===== src/rtl/mux_arb_n_pkg.sv =====
// mux_pkg: mode encodings and the modulo-N increment shared by
// the round-robin arbiter and its reference model.
package mux_pkg;

  localparam logic MODE_DIRECT = 1'b0;
  localparam logic MODE_RR     = 1'b1;

  function automatic int inc_mod(input int idx, input int n);
    return (idx + 1 >= n) ? 0 : idx + 1;
  endfunction

endpackage


===== src/rtl/mux_arb_n_if.sv =====
// mux_arb_n_if: N producer valid/ready ports, one consumer
// port, mode/sel controls and the grant index.
interface mux_arb_n_if #(
  parameter int WIDTH = 32,
  parameter int N     = 4,
  parameter int SEL_W = $clog2(N)
);

  logic [N*WIDTH-1:0] in_data;
  logic [N-1:0]       in_valid;
  logic [N-1:0]       in_ready;
  logic               mode;
  logic [SEL_W-1:0]   sel;
  logic [WIDTH-1:0]   out_data;
  logic               out_valid;
  logic               out_ready;
  logic [SEL_W-1:0]   grant;

  modport master (
    output in_data,
    output in_valid,
    input  in_ready,
    output mode,
    output sel,
    input  out_data,
    input  out_valid,
    output out_ready,
    input  grant
  );

  modport slave (
    input  in_data,
    input  in_valid,
    output in_ready,
    input  mode,
    input  sel,
    output out_data,
    output out_valid,
    input  out_ready,
    output grant
  );

endinterface


===== src/rtl/mux_arb_n_rr_arbiter.sv =====
// rr_arbiter: combinational round-robin pick, scanning from
// last+1 upward modulo N; the pointer register lives outside.
module rr_arbiter
  import mux_pkg::*;
#(
  parameter int N     = 4,
  parameter int SEL_W = $clog2(N)
) (
  input  logic [N-1:0]     req,
  input  logic [SEL_W-1:0] last,
  output logic             gnt_valid,
  output logic [SEL_W-1:0] gnt_idx
);

  int w_idx;

  always_comb begin
    gnt_valid = 1'b0;
    gnt_idx   = '0;
    w_idx     = int'(last);
    for (int k = 0; k < N; k++) begin
      w_idx = inc_mod(w_idx, N);
      if (!gnt_valid && req[w_idx]) begin
        gnt_valid = 1'b1;
        gnt_idx   = SEL_W'(w_idx);
      end
    end
  end

endmodule


===== src/rtl/mux_arb_n.sv =====
// mux_arb_n: registered N:1 mux with direct or round-robin select.
// Optional stall counter port enabled by MUX_ARB_PERF_EN.
module mux_arb_n
  import mux_pkg::*;
#(
  parameter int WIDTH = 32,
  parameter int N     = 4
) (
  input  logic        clk,
  input  logic        rst_n,
  mux_arb_n_if.slave  bus
`ifdef MUX_ARB_PERF_EN
  ,
  output logic [31:0] stall_cnt
`endif
);

  localparam int SEL_W = $clog2(N);

  logic             r_out_valid;
  logic [WIDTH-1:0] r_out_data;
  logic [SEL_W-1:0] r_grant;
  logic [SEL_W-1:0] r_last;

  logic             w_load;
  logic             w_rr;
  logic             w_gnt_valid;
  logic [SEL_W-1:0] w_gnt_idx;
  logic             w_pick_ok;
  logic [SEL_W-1:0] w_pick_idx;
  logic [N-1:0]     w_ready;
  logic             w_accept;
  logic [WIDTH-1:0] w_data;

  rr_arbiter #(.N(N), .SEL_W(SEL_W)) u_arb (
    .req       (bus.in_valid),
    .last      (r_last),
    .gnt_valid (w_gnt_valid),
    .gnt_idx   (w_gnt_idx)
  );

  assign w_load     = !r_out_valid || bus.out_ready;
  assign w_rr       = (bus.mode == MODE_RR);
  assign w_pick_ok  = w_rr ? w_gnt_valid : 1'b1;
  assign w_pick_idx = w_rr ? w_gnt_idx : bus.sel;

  // An out-of-range sel matches no index, so nothing is ready
  always_comb begin
    w_ready = '0;
    w_data  = '0;
    for (int i = 0; i < N; i++) begin
      if (w_pick_idx == SEL_W'(i)) begin
        w_data     = bus.in_data[i*WIDTH +: WIDTH];
        w_ready[i] = rst_n && w_load && w_pick_ok;
      end
    end
  end

  assign w_accept = |(w_ready & bus.in_valid);

  always_ff @(posedge clk or negedge rst_n) begin
    if (!rst_n) begin
      r_out_valid <= 1'b0;
      r_out_data  <= '0;
      r_grant     <= '0;
      r_last      <= SEL_W'(N - 1);
    end else if (w_load) begin
      r_out_valid <= w_accept;
      if (w_accept) begin
        r_out_data <= w_data;
        r_grant    <= w_pick_idx;
        if (w_rr) r_last <= w_pick_idx;
      end
    end
  end

  assign bus.in_ready  = w_ready;
  assign bus.out_data  = r_out_data;
  assign bus.out_valid = r_out_valid;
  assign bus.grant     = r_grant;

`ifdef MUX_ARB_PERF_EN
  logic [31:0] r_stall_cnt;

  always_ff @(posedge clk or negedge rst_n) begin
    if (!rst_n) begin
      r_stall_cnt <= '0;
    end else if (r_out_valid && !bus.out_ready
                 && r_stall_cnt != 32'hFFFF_FFFF) begin
      r_stall_cnt <= r_stall_cnt + 32'd1;
    end
  end

  assign stall_cnt = r_stall_cnt;
`endif

endmodule


===== src/flat_wrapper.sv =====
// flat-port wrapper written by rule: the top's interface ports become plain ports
module mux_arb_n_flat import mux_pkg::*;
#(
  parameter int WIDTH = 32,
  parameter int N     = 4
)
  (clk, rst_n, bus_in_data, bus_in_valid, bus_in_ready, bus_mode, bus_sel, bus_out_data, bus_out_valid, bus_out_ready, bus_grant);
  mux_arb_n_if #(.WIDTH(WIDTH), .N(N)) bus_i ();
  input  logic clk;
  input  logic rst_n;
  input wire logic [$bits(bus_i.in_data)-1:0] bus_in_data;
  input wire logic [$bits(bus_i.in_valid)-1:0] bus_in_valid;
  output wire logic [$bits(bus_i.in_ready)-1:0] bus_in_ready;
  input wire logic [$bits(bus_i.mode)-1:0] bus_mode;
  input wire logic [$bits(bus_i.sel)-1:0] bus_sel;
  output wire logic [$bits(bus_i.out_data)-1:0] bus_out_data;
  output wire logic [$bits(bus_i.out_valid)-1:0] bus_out_valid;
  input wire logic [$bits(bus_i.out_ready)-1:0] bus_out_ready;
  output wire logic [$bits(bus_i.grant)-1:0] bus_grant;
  assign bus_i.in_data = bus_in_data;
  assign bus_i.in_valid = bus_in_valid;
  assign bus_in_ready = bus_i.in_ready;
  assign bus_i.mode = bus_mode;
  assign bus_i.sel = bus_sel;
  assign bus_out_data = bus_i.out_data;
  assign bus_out_valid = bus_i.out_valid;
  assign bus_i.out_ready = bus_out_ready;
  assign bus_grant = bus_i.grant;
  mux_arb_n #(.WIDTH(WIDTH), .N(N)) u_core (.clk(clk), .rst_n(rst_n), .bus(bus_i));
endmodule

===== config.mk =====
export PLATFORM = sky130hd
export DESIGN_NAME = mux_arb_n_flat
export DESIGN_NICKNAME = d
export VERILOG_FILES = /design/src/rtl/mux_arb_n_pkg.sv /design/src/rtl/mux_arb_n_if.sv /design/src/rtl/mux_arb_n_rr_arbiter.sv /design/src/rtl/mux_arb_n.sv /design/src/flat_wrapper.sv
export SDC_FILE = /design/constraint.sdc
export NUM_CORES = 1
export LEC_CHECK = 0
export ABC_AREA = 1
export BUFFER_PORTS_ARGS = -buffer_cell sky130_fd_sc_hd__clkbuf_2
export CAP_MARGIN = 20
export CORE_MARGIN = 10
export CORE_UTILIZATION = 44
export DETAILED_ROUTE_END_ITERATION = 16
export PLACE_DENSITY = 0.89
export SYNTH_ARGS = -nofsm -noshare
export SYNTH_HDL_FRONTEND = slang
export SYNTH_SLANG_ARGS = --single-unit

===== constraint.sdc =====
create_clock -name clk -period 2.9 [get_ports clk]
set_input_delay 0.58 -clock clk [delete_from_list [all_inputs] [get_ports clk]]
set_output_delay 0.58 -clock clk [all_outputs]
set_load 0.01 [all_outputs]

==> impl_results.md <==
- Cells after Synth: ~430
- Worst setup margin: -5.94 ps
- Unique masters post-synth: 28
- Failing checks: negative setup slack
- PwrDens: between 1000 and 1500 mW/mm^2
- Peak VDD IR: roughly 740 uV
- Worst slew pin tran: around 460 ps
- Syn_area_per_cell: roughly 6.6 sq um
- Fill cells: ~540
- FF-to-FF setup slack: around 140 ps
- RSZ-0062 raised after global routing: true
- Top cells by area, synth: nand2_1 35%, dfrtp_1 31%, nand4_1 7.5%
- Maximum Capacitance Violations: 0
- Placer Congestion: 0.859
- Worst Setup End Kind: output port
- CTS tree: done
- Max Slew Vio Count: 0
- Worst r2r dst: u_core.bus.out_data[16]
- Max Root-Sink Buffers: 2
- Gr ovfl total: 0
- Vias in the first global route: roughly 3700
- Met3 wire len: around 950 microns
- Largest net degree at the start of global routing: 38
- Die width: between 100 and 150 microns
- Sw frac: between 50% and 60%
- Post-route insts no fill: 700
- Initial drt markers: ~130
- Total GRT Usage: roughly a fifth
- Num rows: 29
- Worst reg2reg startpoint: u_core.r_last[0]
- First-pass GRT wire length: 16500 microns
- Outcome: finished, violations left
- Core area: 0.00631 sq mm
- Switch Pwr: 2350 uW
- HP Class: primary input to asynchronous set/reset pin
- Reg power frac: between 10% and 20%
- Final ANT Viol Nets: 0
- Slew margin rel.: about 69%
- CTS H-tree lvls: 2
- Die area: ~0.01 sq mm
- Int Pwr: 2240 uW
- Final WL: 10900 microns
- Clk pwr share: between 7 and 8%
- Num Clock Sinks: 37
- Leak: between 0.002 and 0.0025 uW
- CTS root buf: clkbuf_8
- Tcrit/Tclk final: 100%
- Largest area contributor in the netlist: nand2_1
- Comb pwr share: between 70 and 80%
- N_diodes: 0
- Routed wire per std cell: ~16 microns
- Layout area overhead: 48.2%
- Hold_buf cts: 0
- Drt drc: 0
- Register area: about 930 sq um
- Syn Nets: between 500 and 600
- Ys Warns: 0
- Cells after DPL: around 670
- CP required: 2320 ps
- Tmin final: 2910 ps
- Vias: ~3600
- Initial Util: 44.9%
- FF-to-FF path depth: 16
- Buffers added on ports: 176
- Nets@finish: ~770
- Num CTS Buffers: 5
- Post-synthesis register bit count: 37
- Top Layer Used: met4
- Initial antenna violation count: 0
- Die height: ~100 microns
- Final hold violations: 0
- Final setup viols: 1
- Synthesized area: ~0.0028 sq mm
- Clock latency on the worst-skew pair: 280 ps
- Critical Path Start Type: register
- Peak Freq: approximately 0.34 GHz
- Initial DRT Pass Iterations: 4
- Via-to-Cell Ratio: 5.13
- DP HPWL: ~8100 microns
- Io pins: 177
- DR WL met2: approximately 5700 microns
- Yosys top cell area share: ~35%
- Seq/Total Area, Yosys: 32.8%
- Post-Route M1 WL: roughly 4000 microns
- Worst Skew: a little under 5 ps
- Crit path arrival time: ~2300 ps
- Crit Path Max Fanout: 6
- Share of cells above drive strength 1: a little over two fifths
- Multi-input gate area: between 0.0015 and 0.002 sq mm
- Crit Path Class: register to output port
- CTS clk-pin slew, worst paths: roughly 80 ps
- Final core occ: between 60% and 70%
cell usage after synthesis (all sizes together):
cell / n
a31oi: 2
dfrtp: 35
nor2: 22
o21bai: 4
nor3: 4
buf: 19
dfstp: 2
ha: 6
o21ai: 4
nand3: 7
clkbuf: 1
nand4: 39
nand2: 269
inv: 15
flip-flops by register name, indices dropped and copies added (netlist names):
| register | cells |
|---|---|
| u_core.bus.grant | 2 |
| u_core.bus.out_valid | 1 |
| u_core.bus.out_data | 32 |
| u_core.r_last | 2 |
worst max-delay path, cell delays in order, from the launching register on:
cell,delay (ps)
dfstp_2,590
clkinv_4,100
ha_1,230
o21bai_4,190
o21ai_2,190
inv_2,80
a31oi_4,220
inv_2,90
nor3_2,190
buf_2,160
cell usage in the layout (no fill, tap or decap), types with 3 or more instances in the layout:
cell type / n
buf_12: 3
buf_2: 3
buf_4: 22
buf_6: 3
clkbuf_2: 173
clkbuf_8: 5
dfrtp_1: 35
ha_4: 3
inv_1: 6
inv_2: 6
nand2_1: 252
nand2_2: 15
nand3_1: 4
nand4_1: 34
nand4_2: 4
nor2_1: 10
nor2_2: 5
nor2_4: 6
nor2_8: 3
nor3_2: 4
o21bai_4: 3
power by group through the flow:
stage | sequential (uW) | clock, uW | combinational (uW)
floorplan | 991 | 0 | 1850
CTS | 906 | 356 | 2940
finish | 907 | 349 | 3340
global placement | 906 | 0 | 2620
detailed placement | 911 | 0 | 2720
global route | 935 | 381 | 3670
worst max path at each step:
| stage | slack [ps] | startpoint | end | depth (start not counted) |
|---|---|---|---|---|
| 2_1_floorplan | 200 | u_core.r_last[0] | bus_in_ready[0] | 12 |
| 3_3_place_gp | 200 | u_core.r_last[0] | u_core.bus.out_data[28] | 16 |
| 3_5_place_dp | 50 | u_core.r_last[0] | u_core.bus.grant[0] | 14 |
| 4_1_cts | -3 | u_core.r_last[0] | bus_in_ready[0] | 12 |
| 5_1_grt | -90 | u_core.r_last[1] | bus_in_ready[0] | 12 |
| 6_report | -6 | u_core.r_last[0] | bus_in_ready[1] | 9 |
through the flow:
step / instance area (sq um) / hold slack [ps] / setup TNS [ps] / worst slack (ps) / power (uW)
after floorplan: 2830 / 284 / 0 / 201 / 2840
after global placement: 3770 / 461 / 0 / 204 / 3530
after detailed placement: 3770 / 465 / 0 / 54.9 / 3630
after CTS: 3990 / 395 / -2.64 / -2.64 / 4200
after global routing: 4200 / 412 / -303 / -91.9 / 4990
final: 4200 / 371 / -5.94 / -5.94 / 4590
repair_timing:
action                                  4_1_cts  5_1_grt
buffers inserted                              5       12
cloned                                        0        2
pin swaps                                    20       22
endpoints found under the hold margin         0        0
resized for setup                            26       20
endpoints found under the setup margin        4       40
layer usage:
layer / up-vias / track usage [%]
li1: 1752 / -
met1: 1626 / 20.1
met2: 183 / 36.2
met3: 29 / 6.59
met4: 0 / 6.41
met5: - / 0
final cells by class:
cell class | count | area share [%]
multi-input combinational | 359 | 44.9
timing repair buffer | 204 | 27.1
sequential | 37 | 22.1
tap | 77 | 2.29
clock buffer | 7 | 1.82
inverter | 15 | 1.58
clock inverter | 1 | 0.179
logic make-up (layout without fill, tap and decap cells):
group                      count (synthesis)  in the layout  share of synthesized area, %
AOI/OAI and AO/OA                         10             10                          3.53
adders and majority gates                  6              6                          2.65
buffers and inverters                     35            227                          6.80
DFF                                       37             37                          32.8
and+or+nand+nor                          341            343                          54.3
(Power assumes the default switching activity.)
